### src/rtl/mesi_req_dispatcher.sv
`default_nettype none
// ============================================================================
// Module      : mesi_req_dispatcher
// Description : Pops coherence request words from the request FIFO, decodes
//               them into command/core, and drives them onto the snoop bus
//               with req/gnt/ack handshake, retry back-off and timeout.
// Revision    : 1.0 - initial release
// ============================================================================
module mesi_req_dispatcher #(
  parameter int TIMEOUT_CYCLES = 15,
  parameter int MAX_RETRY      = 3,
  parameter int BACKOFF_CYCLES = 4
) (
  input  logic        clk,
  input  logic        rst,
  input  logic        fifo_empty,
  input  logic [3:0]  fifo_rd_data,
  output logic        fifo_rd_en,
  output logic        bus_req,
  input  logic        bus_gnt,
  output logic [1:0]  bus_cmd,
  output logic [1:0]  bus_core,
  input  logic        bus_ack,
  input  logic        bus_retry,
  output logic        busy,
  output logic        err_valid,
  output logic [3:0]  err_word,
  output logic [15:0] txn_count
);

  localparam int C_TMR_W = $clog2(TIMEOUT_CYCLES + 1);
  localparam int C_RTY_W = $clog2(MAX_RETRY + 1);
  localparam int C_BOF_W = $clog2(BACKOFF_CYCLES + 1);

  localparam logic [C_TMR_W-1:0] C_TIMEOUT  = C_TMR_W'(TIMEOUT_CYCLES);
  localparam logic [C_RTY_W-1:0] C_RTY_MAX  = C_RTY_W'(MAX_RETRY);
  localparam logic [C_BOF_W-1:0] C_BOF_LAST = C_BOF_W'(BACKOFF_CYCLES - 1);

  typedef enum logic [2:0] {
    S_IDLE     = 3'd0,
    S_POP      = 3'd1,
    S_LATCH    = 3'd2,
    S_REQ      = 3'd3,
    S_WAIT_ACK = 3'd4,
    S_BACKOFF  = 3'd5
  } state_t;

  state_t              r_state;
  state_t              w_state_next;
  logic [3:0]          r_req_word;
  logic [C_TMR_W-1:0]  r_timer;
  logic [C_RTY_W-1:0]  r_retry_cnt;
  logic [C_BOF_W-1:0]  r_backoff;
  logic                r_err_valid;
  logic [3:0]          r_err_word;
  logic [15:0]         r_txn_count;

  logic                w_on_bus;
  logic                w_timeout;
  logic                w_drop;
  logic                w_ack;
  logic                w_retry;

  // The timer counts the current REQ/WAIT_ACK cycle, so the limit is hit on
  // the TIMEOUT_CYCLES-th cycle spent on the bus for this attempt.
  assign w_on_bus  = (r_state == S_REQ) || (r_state == S_WAIT_ACK);
  assign w_timeout = w_on_bus && ((r_timer + 1'b1) == C_TIMEOUT);

  // State register; reset drops bus_req immediately since it is decoded from state.
  always_ff @(posedge clk or posedge rst) begin
    if (rst) r_state <= S_IDLE;
    else     r_state <= w_state_next;
  end

  // Next-state and event decode; ack beats timeout, timeout beats retry.
  always_comb begin
    w_state_next = r_state;
    w_drop       = 1'b0;
    w_ack        = 1'b0;
    w_retry      = 1'b0;
    case (r_state)
      S_IDLE:  if (!fifo_empty) w_state_next = S_POP;
      S_POP:   w_state_next = S_LATCH;
      S_LATCH: w_state_next = S_REQ;
      S_REQ: begin
        if (w_timeout) begin
          w_drop       = 1'b1;
          w_state_next = S_IDLE;
        end else if (bus_gnt) begin
          w_state_next = S_WAIT_ACK;
        end
      end
      S_WAIT_ACK: begin
        if (bus_ack) begin
          w_ack        = 1'b1;
          w_state_next = S_IDLE;
        end else if (w_timeout) begin
          w_drop       = 1'b1;
          w_state_next = S_IDLE;
        end else if (bus_retry) begin
          if (r_retry_cnt == C_RTY_MAX) begin
            w_drop       = 1'b1;
            w_state_next = S_IDLE;
          end else begin
            w_retry      = 1'b1;
            w_state_next = S_BACKOFF;
          end
        end
      end
      S_BACKOFF: if (r_backoff == C_BOF_LAST) w_state_next = S_REQ;
      default: w_state_next = S_IDLE;
    endcase
  end

  // Request word, attempt timer, retry and back-off counters.
  always_ff @(posedge clk or posedge rst) begin
    if (rst) begin
      r_req_word  <= '0;
      r_timer     <= '0;
      r_retry_cnt <= '0;
      r_backoff   <= '0;
    end else begin
      if (r_state == S_LATCH) r_req_word <= fifo_rd_data;
      r_timer   <= w_on_bus ? r_timer + 1'b1 : '0;
      r_backoff <= (r_state == S_BACKOFF) ? r_backoff + 1'b1 : '0;
      if (r_state == S_LATCH) r_retry_cnt <= '0;
      else if (w_retry)       r_retry_cnt <= r_retry_cnt + 1'b1;
    end
  end

  // Drop reporting and saturating completed-transaction counter.
  always_ff @(posedge clk or posedge rst) begin
    if (rst) begin
      r_err_valid <= 1'b0;
      r_err_word  <= '0;
      r_txn_count <= '0;
    end else begin
      r_err_valid <= w_drop;
      if (w_drop) r_err_word <= r_req_word;
      if (w_ack && (r_txn_count != 16'hFFFF)) r_txn_count <= r_txn_count + 16'd1;
    end
  end

  assign fifo_rd_en = (r_state == S_POP);
  assign bus_req    = w_on_bus;
  assign busy       = (r_state != S_IDLE);
  assign bus_cmd    = r_req_word[3:2];
  assign bus_core   = r_req_word[1:0];
  assign err_valid  = r_err_valid;
  assign err_word   = r_err_word;
  assign txn_count  = r_txn_count;

endmodule
`default_nettype wire

### config.mk
export PLATFORM = sky130hd
export DESIGN_NAME = mesi_req_dispatcher
export DESIGN_NICKNAME = d
export VERILOG_FILES = /design/src/rtl/mesi_req_dispatcher.sv
export SDC_FILE = /design/constraint.sdc
export NUM_CORES = 1
export LEC_CHECK = 0
export CAP_MARGIN = 25
export CORE_MARGIN = 10
export CORE_UTILIZATION = 54
export CTS_CLUSTER_SIZE = 14
export DETAILED_ROUTE_END_ITERATION = 10
export PLACE_DENSITY = 0.84
export SETUP_SLACK_MARGIN = 0.5
export SLEW_MARGIN = 15
export SYNTH_ARGS = -nofsm -noshare
export SYNTH_HDL_FRONTEND = slang
export SYNTH_SLANG_ARGS = --single-unit
### constraint.sdc
create_clock -name clk -period 5.24 [get_ports clk]
set_clock_uncertainty 0.15 [all_clocks]
set_input_delay 1.048 -clock clk [delete_from_list [all_inputs] [get_ports clk]]
set_output_delay 1.048 -clock clk [all_outputs]
set_load 0.005 [all_outputs]
# After elaboration in Yosys (flattened, before gate mapping)
# Index checks and enable logic that the tools add are counted.
# W data, S select, Z words.
[totals]
inputBits = 10
out_inout_bits = 28
regBits = 37
[classes]
n_addsub = 4
n_reduce_logical = 7
n_eq_ne = 13
n_mux = 26
[ops]
columns = ["cell", "n"]
rows = [
  ["$mux W3", 9],
  ["$pmux W3 S6", 1],
  ["$add A16 B1 Y16 const B", 1],
  ["$ne A16 B16 Y1 const B", 1],
  ["$mux W1", 12],
  ["$eq A3 B2 Y1 const B", 3],
  ["$eq A3 B3 Y1 const B", 2],
  ["$add A4 B1 Y4 const B", 1],
  ["$eq A4 B4 Y1 const B", 1],
  ["$mux W2", 2],
  ["$mux W4", 1],
  ["$ne A2 B2 Y1 const B", 2],
  ["$ne A4 B4 Y1 const B", 1],
  ["$reduce_and A4 Y1", 1],
  ["$add A3 B1 Y3 const B", 1],
  ["$eq A3 B1 Y1 const B", 1],
  ["$logic_not A3 Y1", 1],
  ["$ne A3 B3 Y1 const B", 1],
  ["$reduce_bool A3 Y1", 1],
  ["$add A2 B1 Y2 const B", 1],
  ["$eq A2 B2 Y1 const B", 1],
  ["$logic_and A1 B1 Y1", 2],
  ["$pmux W1 S2", 1],
  ["$reduce_bool A2 Y1", 1],
  ["$logic_or A1 B1 Y1", 1],
]

# Logic depth before layout (Yosys ltp)
# Gate-level depths: netlist of the first run.
[depth]
depth_word = 8
mapped_depth = 6
ltp_nobuf = 6

# Worst setup path before layout of the first run
# Ideal clock, no wire load.
[synth_timing]
kind = "in2reg"
startpoint = "input bus_ack"
endpoint = "register r_retry_cnt[1]"
stages = 4
path_slack_ps = 2775
arrival_time_ps = 2188
cell_sequence = "or4b_4 > nor2_1 > and3_1 > mux2_1"
[synth_between]
elab_chain_cells = 3
[synth_lines]
columns = ["item", "line", "text"]
rows = [
  ["from (decl)", "23", "input logic bus_ack,"],
  ["$mux W1", "94", "if (bus_ack) begin"],
  ["$mux W1", "81", "case (r_state)"],
  ["$reduce_bool A2 Y1 (no line)", "n/a", ""],
  ["to (signal assigned)", "127", "else if (w_retry) r_retry_cnt <= r_retry_cnt + 1'b1;"],
  ["to (decl)", "52", "logic [C_RTY_W-1:0] r_retry_cnt;"],
]
# No other way between the ends.
# A chain may end at the register's enable or synchronous reset.

# Worst setup path after layout of the first run
[layout_timing]
startpoint = "register r_state[0]"
endpoint = "output bus_req"
[layout_between]
elab_chain_cells = 2
elab_cells_between_ends = 3
cone_classes = "2 x eq/ne; 1 x reduce/logical"
[layout_lines]
columns = ["item", "line", "text"]
rows = [
  ["from (decl)", "48", "state_t r_state;"],
  ["from (signal assigned)", "72", "else r_state <= w_state_next;"],
  ["$eq A3 B2 Y1 or $eq A3 B3 Y1 (tied branches)", "66", "assign w_on_bus = (r_state == S_REQ) || (r_state == S_WAIT_ACK);"],
  ["$logic_or A1 B1 Y1 (*)", "66", ""],
  ["to (decl)", "19", "output logic bus_req,"],
]
# Mark *: on every way between the ends. The rest lies on a longest branch, timed or not.

==> out/results.ini, run 1 <==
[drt]
initialDrtViolationCount = 74
wl_mm = 3.76
drcViolationCount = 0
wire_per_inst_um = 15.1
drtAntennaViolNets = 0
vias_per_cell = 5.32
dr.pass1.iters = 4
vias = 1324

[sta]
hold_violations = 0
min_period_over_period = 0.637
finalSetupViolations = 0
report.final.slew_viol_count = 0
setup_tns_ps = 0
rsz0062_at_grt = false
tightestPinTransition_ps = 455
slew_headroom = 0.696
finalCriticalPeriod_ps = 3340
fmax_mhz = 300

[status]
status = completed

[critical_path]
startpoint_type = flip-flop
cp_max_fo = 13
critPathCaptureType = output port
startpoint = r_state[0]$_DFFE_PP0P_
critPathRequiredTime_ps = 4040
path_cells = nand3b_1 > and2_1 > inv_1 > clkdlybuf4s50_1
crit_arrival_ps = 2140
crit_type = reg -> out
reg2reg_from = r_state[0]$_DFFE_PP0P_
crit_path_max_incr_delay_ps = 570
crit_slowest_cell = dfrtp_1

[synth]
synthFlopType = dfrtp_1
synth_warnings = 0
syn_inst = 160
yosys.area.top_type = dfrtp_1
synth_cell_types = 40
synth_area_mm2 = 0.00183
synth-edff-count = 0
syn-num-nets = 176
postSynthRegisterBits = 37
syn_area_per_cell_um2 = 11.4
async_flop_share = 1.00
synth.top_cell.area_share = 0.507
synthTopCellsByArea = dfrtp_1, xnor2_1, ha_1
synth_seq_area_share = 0.507

[clocking]
cts_setup_buffers = 0
cts_made_buffers = 5
cts_max_path_buffers = 2
clkTransAtPathRegs_ps = 110
clock_latency_ps = 340
h-tree-depth = 2
root_buffer = clkbuf_4
cts-hold-fix-buffers = 0
cts.sinks = 37
cts_resized = 0
cts_tree = done

[grt]
grt_pass1_wl_mm = 6.39
grt_overflow = 0
antenna_found_initial = 0
first_global_vias = 1389
grt_max_degree = 38
grt_use_total = 0.128

[layout]
final-instance-count-excl-fill = 249
area_growth_pct = 25.7
multi_input_area_um2 = 847
final_nets = 218
drive_gt1_frac = 0.118
seqCellArea_um2 = 926
fillers = 256
antenna_cells = 0

[floorplan]
row_count = 21
start_util = 0.552
dieArea_mm2 = 0.00611
die_x_um = 78.2
die_height_um = 78.2
ios = 38
core_area_mm2 = 0.00331

[power]
p_per_area_mw_per_mm2 = 353
leakage_nw = 1.02
max-vdd-ir-drop_mv = 0.202

[place]
dpl.cell_count = 241
dp_hpwl_mm = 2.88
gp_congestion = 0.853
port_buffers = 37

[flow_run]
maxCapViolCount = 0

[hold_path]
hold_class = reg -> reg
hp-start = r_backoff[0]$_DFF_PP0_

[flip-flops by register name, summed over array words and instances, names as in the netlist]
signal and cells:
err_word 4, r_backoff 3, r_state 3, r_retry_cnt 2
txn_count 16, err_valid 1, r_req_word 4, r_timer 4
[path summary, 6_finish.rpt]
| kind | endpoint | slack, ps | depth (start not counted) |
|---|---|---|---|
| worst min-delay path | r_backoff[0]$_DFF_PP0_ | 290 | 1 |
| max in group asynchronous | r_req_word[1]$_DFFE_PP0P_ | 3660 | 3 |
| worst max-delay path | bus_req | 1900 | 4 |
| min in group asynchronous | txn_count[9]$_DFFE_PP0P_ | 960 | 3 |
| worst max register to register | err_word[1]$_DFFE_PP0P_ | 3010 | 5 |
| worst min register to register | r_backoff[0]$_DFF_PP0_ | 290 | 1 |
[cells in the final DEF (no fill, tap or decap), types with 2 or more instances in the layout]
cell / instances
ha_1: 6
nor3_1: 4
mux2_1: 2
a21oi_1: 7
clkbuf_4: 5
xor2_1: 6
nand3_1: 7
nand2_1: 7
nor2b_1: 2
clkinv_2: 2
mux2_2: 4
or3_1: 2
clkdlybuf4s50_1: 37
inv_1: 10
and3_1: 3
and2_1: 2
nand3b_1: 2
o21ai_0: 2
mux2_4: 4
xnor2_1: 10
dfrtp_1: 37
nand4_1: 4
nor2_1: 18
[cell usage after synthesis, drive strengths merged, types with 4 or more instances]
master and count:
inv 10, dfrtp 37, nor2 18, nand2 7, nand4 4, nand3 8
xnor2 10, ha 6, xor2 6, mux2 10, nor3 5, a21oi 8
[logic make-up (layout without fill, tap and decap cells)]
logic type | after synthesis | after routing | synth area share
xor+xnor | 16 | 16 | 0.0767
simple gates | 59 | 59 | 0.183
compound gates | 18 | 18 | 0.0876
mux | 11 | 11 | 0.0753
flops | 37 | 37 | 0.507
buf+inv | 13 | 56 | 0.0301
fa+ha+maj | 6 | 6 | 0.0411
[power by group]
part	internal (mW)	total, mW	leakage [nW]	switching (mW)
clock	0.0511	0.142	0.0320	0.0908
sequential	0.334	0.398	0.492	0.0644
combinational	0.154	0.271	0.499	0.117
[worst max-delay path, delay by kind of cell, from the launching register on]
| family | cells | cell delay, ps |
|---|---|---|
| buffers and inverters | 2 | 570 |
| flip-flops | 1 | 570 |
| AND/OR/NAND/NOR | 2 | 650 |
[routing by layer]
layer,global-route usage,up-vias,routed length (um)
li1,-,636,-
met1,0.133,643,1500
met2,0.222,38,1890
met3,0.0638,7,304
met4,0.0376,0,55
met5,0,-,0
[metrics by stage]
step                      total power [mW]   util  hold slack, ps  cell area (um2)  worst slack (ps)
after floorplan                      0.552      -             260             1830              2770
after global placement               0.660  0.678             271             2250              2270
after detailed placement             0.677  0.678             280             2250              2230
after CTS                            0.821  0.694             295             2300              1900
after global routing                 0.869  0.694             321             2300              1790
final                                0.811  0.694             292             2300              1900
[final cells by class]
type	count	area share
clock inverter	2	0.00436
sequential	37	0.403
inverter	10	0.0163
clock buffer	6	0.0180
multi-input combinational	110	0.369
tap	46	0.0251
timing repair buffer	38	0.164
(Power assumes the default switching activity.)
==> inputs of run 2 (changes only) <==
- CORE_UTILIZATION: 54 -> 45
- PLACE_DENSITY: 0.84 -> 0.74
- clock period: 5.24 -> 2.83 ns (I/O delays scaled with it)
==> out/results.ini, run 2 (synthesis gave the netlist of run 1 again) <==
[clocking]
cts_tree = done
clkTransAtPathRegs_ps = 70
cts_made_buffers = 5
cts-hold-fix-buffers = 0
cts.sinks = 37
root_buffer = clkbuf_8
cts_max_path_buffers = 2
h-tree-depth = 2
clock_latency_ps = 290

[place]
dp_hpwl_mm = 3.10
gp_congestion = 0.830
port_buffers = 37

[sta]
tightestPinTransition_ps = 624
hold_violations = 0
rsz0062_at_grt = false
setup_tns_ps = 0
slew_headroom = 0.584
finalCriticalPeriod_ps = 2250
timing.hold.ws_ps = 298
finalSetupViolations = 0
report.final.slew_viol_count = 0
min_period_over_period = 0.795
fmax_mhz = 444

[drt]
drcViolationCount = 0
dr.pass1.iters = 4
vias_per_cell = 5.32
vias = 1378
wl_mm = 4.11
initialDrtViolationCount = 88
wire_per_inst_um = 15.9
drtAntennaViolNets = 0

[floorplan]
die_height_um = 83.7
core_area_mm2 = 0.00397
row_count = 23
die_x_um = 83.7
dieArea_mm2 = 0.00701
start_util = 0.460
ios = 38

[critical_path]
critPathRequiredTime_ps = 2110
cp_max_fo = 3
startpoint_type = flip-flop
crit_arrival_ps = 1530
critPathCaptureType = output port
crit_type = reg -> out

[hold_path]
hold_class = reg -> reg

[layout]
area_growth_pct = 32.2
largest_reg_flops = 16
final_cell_mix = dfrtp_1, clkdlybuf4s50_1, nor2_1, xnor2_1, inv_1
final_common_cell = dfrtp_1
fillers = 323
antenna_cells = 0
final_nets = 224
drive_gt1_frac = 0.163

[power]
leakage_nw = 1.08
combPwrFrac = 0.333
max-vdd-ir-drop_mv = 0.342
p_per_area_mw_per_mm2 = 727
clockPowerShare = 0.268
p_sw_mw = 0.535
p_int_mw = 1.22
seqPwrFrac = 0.399
swShare = 0.304

[grt]
antenna_found_initial = 0
grt_pass1_wl_mm = 7.24
grt_overflow = 0
grt_max_degree = 19
first_global_vias = 1452
grt_use_total = 0.125

[status]
status = completed

[flow_run]
maxCapViolCount = 0

-- run 2: changes by cell type in the layout (fill, tap and decap cells not counted), moves of 2 or more --
cell and delta:
buf_4 +6, clkbuf_8 +6, clkbuf_4 -5, clkdlybuf4s50_1 -3, dlygate4sd2_1 +3, clkinv_2 -2
-- run 2: worst paths after layout --
path	from	endpoint	slack, ps	cells past startpoint
setup / recovery	r_state[1]$_DFFE_PP0P_	bus_req	580	4
hold / removal	r_backoff[0]$_DFF_PP0_	r_backoff[0]$_DFF_PP0_	300	1
setup reg to reg	r_state[1]$_DFFE_PP0P_	err_word[0]$_DFFE_PP0P_	670	6
hold reg to reg	r_backoff[0]$_DFF_PP0_	r_backoff[0]$_DFF_PP0_	300	1
max in group asynchronous	rst	r_state[1]$_DFFE_PP0P_	1320	3
min in group asynchronous	rst	txn_count[7]$_DFFE_PP0P_	510	2
-- run 2: through the flow --
step | area [um2] | setup WS, ps | util | cells | power, mW
after CTS | 2420 | 572 | 0.609 | 259 | 1.77
after global placement | 2280 | 345 | 0.574 | 249 | 1.26
after global routing | 2420 | 529 | 0.609 | 259 | 1.87
after floorplan | 1830 | 847 | - | 160 | 1.02
after detailed placement | 2280 | 306 | 0.574 | 249 | 1.29
final | 2420 | 580 | 0.609 | 259 | 1.76
-- run 2: worst max-delay path, cell delays in order (launching register included) --
cell and delay (ps):
dfrtp_2 400, or3b_4 410, and2_4 160, inv_1 50
dlygate4sd2_1 230
-- run 2: power by group through the flow --
stage                     logic, mW  clock network (mW)  registers, mW
after detailed placement      0.562                   0          0.726
after floorplan               0.323                   0          0.698
after global routing          0.648               0.501          0.718
after global placement        0.545                   0          0.718
final                         0.585               0.471          0.700
after CTS                     0.593               0.476          0.701
-- run 2: per-layer routing --
metal	GRT usage	vias to the layer above	wire length (um)
met1	0.133	695	1610
met4	0.0487	0	83
li1	-	647	-
met5	0	-	0
met3	0.0488	8	232
met2	0.215	28	2180
-- run 2: cell type report --
cell class	count	area, um2	share of cell area
Clock buffer	7	86.3	0.0357
Clock inverter	1	30.0	0.0124
Inverter	10	37.5	0.0155
Multi-Input combinational cell	110	855	0.354
Sequential cell	37	927	0.384
Tap cell	50	62.6	0.0259
Timing Repair Buffer	44	419	0.173
-- run 2: repair_timing --
| action | 4_1_cts | 5_1_grt |
|---|---|---|
| resized for setup | 6 | 1 |
| pin swaps | 1 | 0 |
| hold endpoints to repair | 0 | 0 |
| endpoints found under the setup margin | 3 | 1 |
| setup buffers | 2 | 0 |
| cloned | 0 | 0 |
